===== src/rtl/unsat_clause_buffer.sv =====
// -----------------------------------------------------------------------------
// unsat_clause_buffer
//
// Collection buffer for unsatisfied clause indices in the WalkSAT datapath.
// During clause evaluation up to WRITE_PORTS evaluators push clause indices
// in the same cycle; the valid lanes are compacted in lane order into the next
// free slots. During the flip phase the controller requests a random entry;
// the pick is a two-stage pipeline (index computation, then storage read)
// that accepts a new request every cycle. A single-cycle clear empties the
// buffer between tries without touching the stored contents.
//
// Ports
//   clk            clock, all state updates on the rising edge
//   reset          asynchronous active-high reset
//   clear_i        empties the buffer (count <- 0, overflow <- 0)
//   wr_valid_i     per-lane push request
//   wr_clause_i    lane k clause index at bits [k*CAW +: CAW]
//   wr_ready_o     free slots >= WRITE_PORTS (combinational)
//   pick_req_i     random-pick request
//   rand_i         random value sampled together with pick_req_i
//   pick_valid_o   one-cycle result strobe, two cycles after the request
//   pick_clause_o  picked clause index (holds when pick_valid_o = 0)
//   pick_empty_o   qualifies pick_valid_o: buffer was empty at the request
//   count_o        registered entry count
//   overflow_o     sticky: a push arrived while wr_ready_o = 0
// -----------------------------------------------------------------------------
module unsat_clause_buffer #(
    parameter int CLAUSE_ADDRESS_WIDTH = 13,
    parameter int DEPTH                = 256,
    parameter int WRITE_PORTS          = 2,
    parameter int RAND_WIDTH           = 16
) (
    input  logic                                        clk,
    input  logic                                        reset,
    input  logic                                        clear_i,
    input  logic [WRITE_PORTS-1:0]                      wr_valid_i,
    input  logic [WRITE_PORTS*CLAUSE_ADDRESS_WIDTH-1:0] wr_clause_i,
    output logic                                        wr_ready_o,
    input  logic                                        pick_req_i,
    input  logic [RAND_WIDTH-1:0]                       rand_i,
    output logic                                        pick_valid_o,
    output logic [CLAUSE_ADDRESS_WIDTH-1:0]             pick_clause_o,
    output logic                                        pick_empty_o,
    output logic [$clog2(DEPTH+1)-1:0]                  count_o,
    output logic                                        overflow_o
);

    localparam int CAW = CLAUSE_ADDRESS_WIDTH;
    // Count width covers 0..DEPTH inclusive.
    localparam int CW  = $clog2(DEPTH + 1);
    // Storage address width.
    localparam int AW  = (DEPTH > 1) ? $clog2(DEPTH) : 1;
    // Common width for the random/count comparison in the pick path.
    localparam int WW  = (RAND_WIDTH > CW) ? RAND_WIDTH : CW;
    // Highest count at which a full WRITE_PORTS-wide push still fits.
    localparam logic [CW-1:0] READY_LIMIT = CW'(DEPTH - WRITE_PORTS);

    // -------------------------------------------------------------------------
    // Helper functions
    // -------------------------------------------------------------------------

    // Number of valid lanes strictly below lane n.
    function automatic logic [CW-1:0] popcount_below(
        input logic [WRITE_PORTS-1:0] v,
        input int                     n
    );
        logic [CW-1:0] cnt;
        cnt = '0;
        for (int i = 0; i < WRITE_PORTS; i++) begin
            if ((i < n) && v[i]) begin
                cnt = cnt + CW'(1);
            end
        end
        return cnt;
    endfunction

    // Sets every bit below the most significant set bit: the smallest
    // all-ones value that is >= x.
    function automatic logic [CW-1:0] smear(input logic [CW-1:0] x);
        logic [CW-1:0] m;
        m = x;
        for (int i = 1; i < CW; i++) begin
            m = m | (x >> i);
        end
        return m;
    endfunction

    // -------------------------------------------------------------------------
    // State
    // -------------------------------------------------------------------------
    logic [CAW-1:0] mem_q [DEPTH];

    logic [CW-1:0]  count_q,       count_d;
    logic           overflow_q,    overflow_d;

    // Pick stage 1: request accepted, index computed.
    logic           s1_valid_q,    s1_valid_d;
    logic           s1_empty_q,    s1_empty_d;
    logic [AW-1:0]  s1_idx_q,      s1_idx_d;

    // Pick stage 2: storage read result.
    logic           pick_valid_q;
    logic           pick_empty_q;
    logic [CAW-1:0] pick_clause_q;

    // -------------------------------------------------------------------------
    // Push lanes: unpack data and compute compacted write addresses
    // -------------------------------------------------------------------------
    logic [CAW-1:0] lane_data [WRITE_PORTS];
    logic [AW-1:0]  lane_addr [WRITE_PORTS];

    genvar gi;
    generate
        for (gi = 0; gi < WRITE_PORTS; gi++) begin : g_lane
            assign lane_data[gi] = wr_clause_i[gi*CAW +: CAW];
            // Each valid lane lands after all valid lanes below it, so
            // invalid lanes leave no holes.
            assign lane_addr[gi] = AW'(count_q + popcount_below(wr_valid_i, gi));
        end
    endgenerate

    logic [CW-1:0] push_count;
    logic          wr_any;
    logic          wr_ready;
    logic          push_accept;
    logic          push_reject;

    assign push_count  = popcount_below(wr_valid_i, WRITE_PORTS);
    assign wr_any      = |wr_valid_i;
    // Conservative: ready only when a full-width push fits, regardless of
    // how many lanes are actually valid this cycle.
    assign wr_ready    = (count_q <= READY_LIMIT);
    // Clear wins over pushes; pushes during a clear are neither accepted
    // nor counted as overflow.
    assign push_accept = wr_any &  wr_ready & ~clear_i;
    assign push_reject = wr_any & ~wr_ready & ~clear_i;

    always_comb begin
        count_d    = count_q;
        overflow_d = overflow_q;
        if (clear_i) begin
            count_d    = '0;
            overflow_d = 1'b0;
        end else begin
            if (push_accept) begin
                count_d = count_q + push_count;
            end
            if (push_reject) begin
                overflow_d = 1'b1;
            end
        end
    end

    // -------------------------------------------------------------------------
    // Pick index: mask the random value to the smallest 2^n-1 covering c-1,
    // then fold the upper half back once. Since r < 2c the fold always lands
    // inside [0, c), avoiding a modulo divider.
    // -------------------------------------------------------------------------
    logic [CW-1:0] pick_mask;
    logic [WW-1:0] rand_masked;
    logic [WW-1:0] count_ext;

    always_comb begin
        pick_mask   = '0;
        if (count_q != '0) begin
            pick_mask = smear(count_q - CW'(1));
        end
        rand_masked = WW'(rand_i) & WW'(pick_mask);
        count_ext   = WW'(count_q);
        if (rand_masked >= count_ext) begin
            s1_idx_d = AW'(rand_masked - count_ext);
        end else begin
            s1_idx_d = AW'(rand_masked);
        end
        // Pick uses the count before any same-cycle push or clear.
        s1_valid_d = pick_req_i;
        s1_empty_d = pick_req_i & (count_q == '0);
    end

    // -------------------------------------------------------------------------
    // Storage: not reset and not cleared; only accepted pushes write it.
    // -------------------------------------------------------------------------
    always_ff @(posedge clk) begin
        for (int k = 0; k < WRITE_PORTS; k++) begin
            if (push_accept && wr_valid_i[k]) begin
                mem_q[lane_addr[k]] <= lane_data[k];
            end
        end
    end

    // -------------------------------------------------------------------------
    // Control registers and pick pipeline
    // -------------------------------------------------------------------------
    always_ff @(posedge clk or posedge reset) begin
        if (reset) begin
            count_q       <= '0;
            overflow_q    <= 1'b0;
            s1_valid_q    <= 1'b0;
            s1_empty_q    <= 1'b0;
            s1_idx_q      <= '0;
            pick_valid_q  <= 1'b0;
            pick_empty_q  <= 1'b0;
            pick_clause_q <= '0;
        end else begin
            count_q      <= count_d;
            overflow_q   <= overflow_d;

            s1_valid_q   <= s1_valid_d;
            s1_empty_q   <= s1_empty_d;
            s1_idx_q     <= s1_idx_d;

            pick_valid_q <= s1_valid_q;
            pick_empty_q <= s1_valid_q & s1_empty_q;
            // The clause output only moves on a result, so it holds between
            // strobes; an empty pick reports clause 0.
            if (s1_valid_q) begin
                if (s1_empty_q) begin
                    pick_clause_q <= '0;
                end else begin
                    pick_clause_q <= mem_q[s1_idx_q];
                end
            end
        end
    end

    // -------------------------------------------------------------------------
    // Outputs
    // -------------------------------------------------------------------------
    assign wr_ready_o    = wr_ready;
    assign count_o       = count_q;
    assign overflow_o    = overflow_q;
    assign pick_valid_o  = pick_valid_q;
    assign pick_empty_o  = pick_empty_q;
    assign pick_clause_o = pick_clause_q;

endmodule


===== config.mk =====
export PLATFORM = sky130hd
export DESIGN_NAME = unsat_clause_buffer
export DESIGN_NICKNAME = d
export VERILOG_FILES = /design/src/rtl/unsat_clause_buffer.sv
export SDC_FILE = /design/constraint.sdc
export NUM_CORES = 2
export LEC_CHECK = 0
export BUFFER_PORTS_ARGS = -buffer_cell sky130_fd_sc_hd__buf_2
export CORE_ASPECT_RATIO = 1.75
export CORE_MARGIN = 2
export CORE_UTILIZATION = 55
export DETAILED_ROUTE_END_ITERATION = 8
export HOLD_SLACK_MARGIN = 0.02
export PLACE_DENSITY = 0.73
export SYNTH_ARGS = -nofsm -noshare
export SYNTH_HDL_FRONTEND = slang
export SYNTH_SLANG_ARGS = --single-unit

===== constraint.sdc =====
create_clock -name clk -period 6 [get_ports clk]
set_clock_uncertainty 0.2 [all_clocks]
set_input_delay 0.3 -clock clk [delete_from_list [all_inputs] [get_ports clk]]
set_output_delay 0.3 -clock clk [all_outputs]
set_load 0.03 [all_outputs]

==> run metrics <==
Post-synth EDFFs 3328; synth warn 0; Reg area 0.101 mm2; sequential area share after synthesis 58.3%; Worst Path Buf+Inv 3; syn avg cell area between 15 and 20 um2; die height 746 um; Tightest Pin Transition 1.44 ns; first-pass GRT wire length 790000 um; Post-synth top flop edfxtp_1; die area 0.319 mm2; GRT Util Overall 34.5%; vias in the first global route 107000; Clk Latency, worst-skew pair approximately 0.93 ns; Cell variety after synth 76; Routed WL 560000 um; pwr dens 342 mW/mm2; area of the multi-input gates 0.0663 mm2; # clock sinks roughly 3400; crit-path max FO 12; Yosys top cell area share 57.8%; GP Congestion 1.01; slowest stage delay, CP around 0.61 ns; top-count cell post-synth mux2_2; largest net degree at the start of global routing around 170; cell mode on critical path nand3_1; post-synth top area cell edfxtp_1; CTS max path bufs 4; Nets 10600; Root Driver clkbuf_16; kind of critical path register to register; area grow syn2layout 9.23%; # DRC 0; clock slew at reported path FFs 0.07 ns; grt ovf 0; worst vdd ir 0.000284 V; Syn Std Cell Area between 0.15 and 0.2 mm2; minimum clock period 5.67 ns; Vias 105000; Crit-path slowest cell nor4_1; RSZ-0062 raised after global routing no; 1st-iter DRT viols 13700; Final Max Slew Viols 0; status complete, no violations; DP HPWL roughly 350000 um; initial core utilization 55.2%; DRT antenna net count 0; relative slew slack 2.96%; cell row count about 270; Inserted Clock Buffers between 300 and 400; Setup crit end kind register; Leakage Power 59.9 nW; # Max-Cap Violations 0; fillers 23000; H-tree Lvls 5; Post-CTS Setup Inserts 0; vias per inst 7.06; core area approximately 0.31 mm2; Setup violations, final 0; WP data required 6.62 ns; Critical Path Start Type register; top post-synthesis cells by count mux2_2, edfxtp_1, clkbuf_1; Syn Nets 10900; Cells after Synth 10800; share of layout cells above drive strength 1 49.8%; detailed-route wire length per cell 37.7 um; Die Wd 428 um; CTS tree yes; I/O pin count 74; Final Hold Viols 0; maximum clock rate 176 MHz; ys async rst share approximately 1.0%; Min-Delay Path Class primary input to register; CP arrival 6.29 ns; initial antenna violation count 20; Cell Chain, Critical Path nor4_1 -> nand3b_1 -> a211o_1 -> a2111oi_1 -> buf_4 -> nand3_1 -> nand3_1 -> ha_1 -> inv_1 -> fa_1 -> a21o_1 -> a21oi_1 -> nor2b_1 -> o21a_1 -> nor3_1 -> o21ai_1 -> mux2_2 -> dlygate4sd3_1; Tcrit/Tclk final 94.5%; PortBufs 66; Yosys reg bits 3363; Top delay family on crit path compound AO/OA/AOI/OAI gates; TritonRoute pass-1 iters 5; Setup TNS 0 ns; fin util approximately three fifths; Synth area leaders edfxtp_1, mux2_2, mux4_2, clkbuf_1, mux2i_1
## worst register-to-register path: stages (launching register included)
cell,delay [ns]
dfrtp_1,0.57
nor4_1,0.62
nand3b_1,0.13
a211o_1,0.35
a2111oi_1,0.38
buf_4,0.20
nand3_1,0.10
nand3_1,0.16
ha_1,0.19
inv_1,0.06
fa_1,0.43
a21o_1,0.19
a21oi_1,0.25
nor2b_1,0.08
o21a_1,0.19
nor3_1,0.19
o21ai_1,0.34
mux2_2,0.38
dlygate4sd3_1,0.55
## final cells by class
cell class / instances / area share, %
Antenna cell: 18 / 0.0238
Clock buffer: 379 / 4.29
Sequential cell: 3363 / 53.4
Clock inverter: 163 / 0.742
Timing Repair Buffer: 811 / 3.69
Inverter: 22 / 0.0437
Multi-Input combinational cell: 5991 / 35.1
Tap cell: 4110 / 2.72
## path summary, 6_finish.rpt
path | from | endpoint | slack, ns | depth (start not counted)
setup / recovery | count_o[2] | s1_idx_q[3] | 0.33 | 18
hold / removal | wr_clause_i[16] | mem_q[76][3] | 0.01 | 2
setup reg to reg | count_o[2] | s1_idx_q[3] | 0.33 | 18
hold reg to reg | pick_clause_o[7] | pick_clause_o[7] | 0.29 | 2
max in group asynchronous | reset | s1_idx_q[0] | 4.76 | 5
min in group asynchronous | reset | s1_idx_q[3] | 0.42 | 5
## per-stage QoR
step	cells	hold slack [ns]	total power, mW	worst slack (ns)	instance area [um2]
5_1_grt	14800	0.0592	65.7	0.0786	189000
3_5_place_dp	14300	0.241	44.9	0.813	179000
3_3_place_gp	14300	0.252	44.7	0.583	179000
2_1_floorplan	10800	0.131	37.5	1.18	173000
4_1_cts	14800	0.0245	64.2	0.254	189000
6_report	14900	0.0124	64.6	0.332	189000
## layer usage
layer,vias to the layer above,GRT usage (%),routed length (um)
li1,42200,-,-
met1,54400,39.5,181000
met2,6622,55.5,268000
met3,1743,7.53,55100
met4,8,29.2,56000
met5,-,0,60
## layout by cell type (no fill, tap or decap), types with 26 or more instances in the layout
master / instances
o21ai_1: 122
mux2_2: 3346
mux2i_1: 259
nand3_1: 26
nor2_2: 50
clkinv_1: 74
clkbuf_16: 314
buf_2: 40
nor2_1: 163
nor3_1: 35
a22oi_1: 166
dfrtp_1: 31
a221oi_1: 71
o21ai_0: 77
clkbuf_1: 64
buf_8: 26
buf_4: 648
nand2_1: 200
a211oi_1: 77
edfxtp_1: 3328
mux2_1: 36
dlygate4sd3_1: 43
a21oi_1: 62
clkinv_2: 42
mux4_2: 682
nand2_2: 29
o22ai_1: 259
a22o_1: 43
buf_12: 54
## cell families after synthesis
| family | share of synthesized area, % |
|---|---|
| buffers and inverters | 3.45 |
| xor gates and xnor gates | 0.125 |
| DFF | 58.3 |
| and+or+nand+nor | 1.81 |
| AOI/OAI and AO/OA | 3.76 |
| adders and majority gates | 0.168 |
| muxes | 32.4 |
## repair_timing
item                                    CTS  global route
resized for setup                         0             1
hold endpoints to repair                725             0
hold buffers                             43             0
endpoints found under the setup margin    0             2
## report_power, final
part,internal (mW),total (mW),switching [mW]
Sequential,25.9,26.3,0.451
Combinational,7.22,18.7,11.5
Clock,10.5,19.5,9.00
Total,43.7,64.6,20.9
## state kept, by name (all words and copies together), names as in the netlist
signal and count:
mem_q 3328, pick_clause_o 13, count_o 9, s1_idx_q 8, overflow_o 1, pick_empty_o 1, pick_valid_o 1, s1_empty_q 1
s1_valid_q 1
Power figures use the tool's default switching activity.
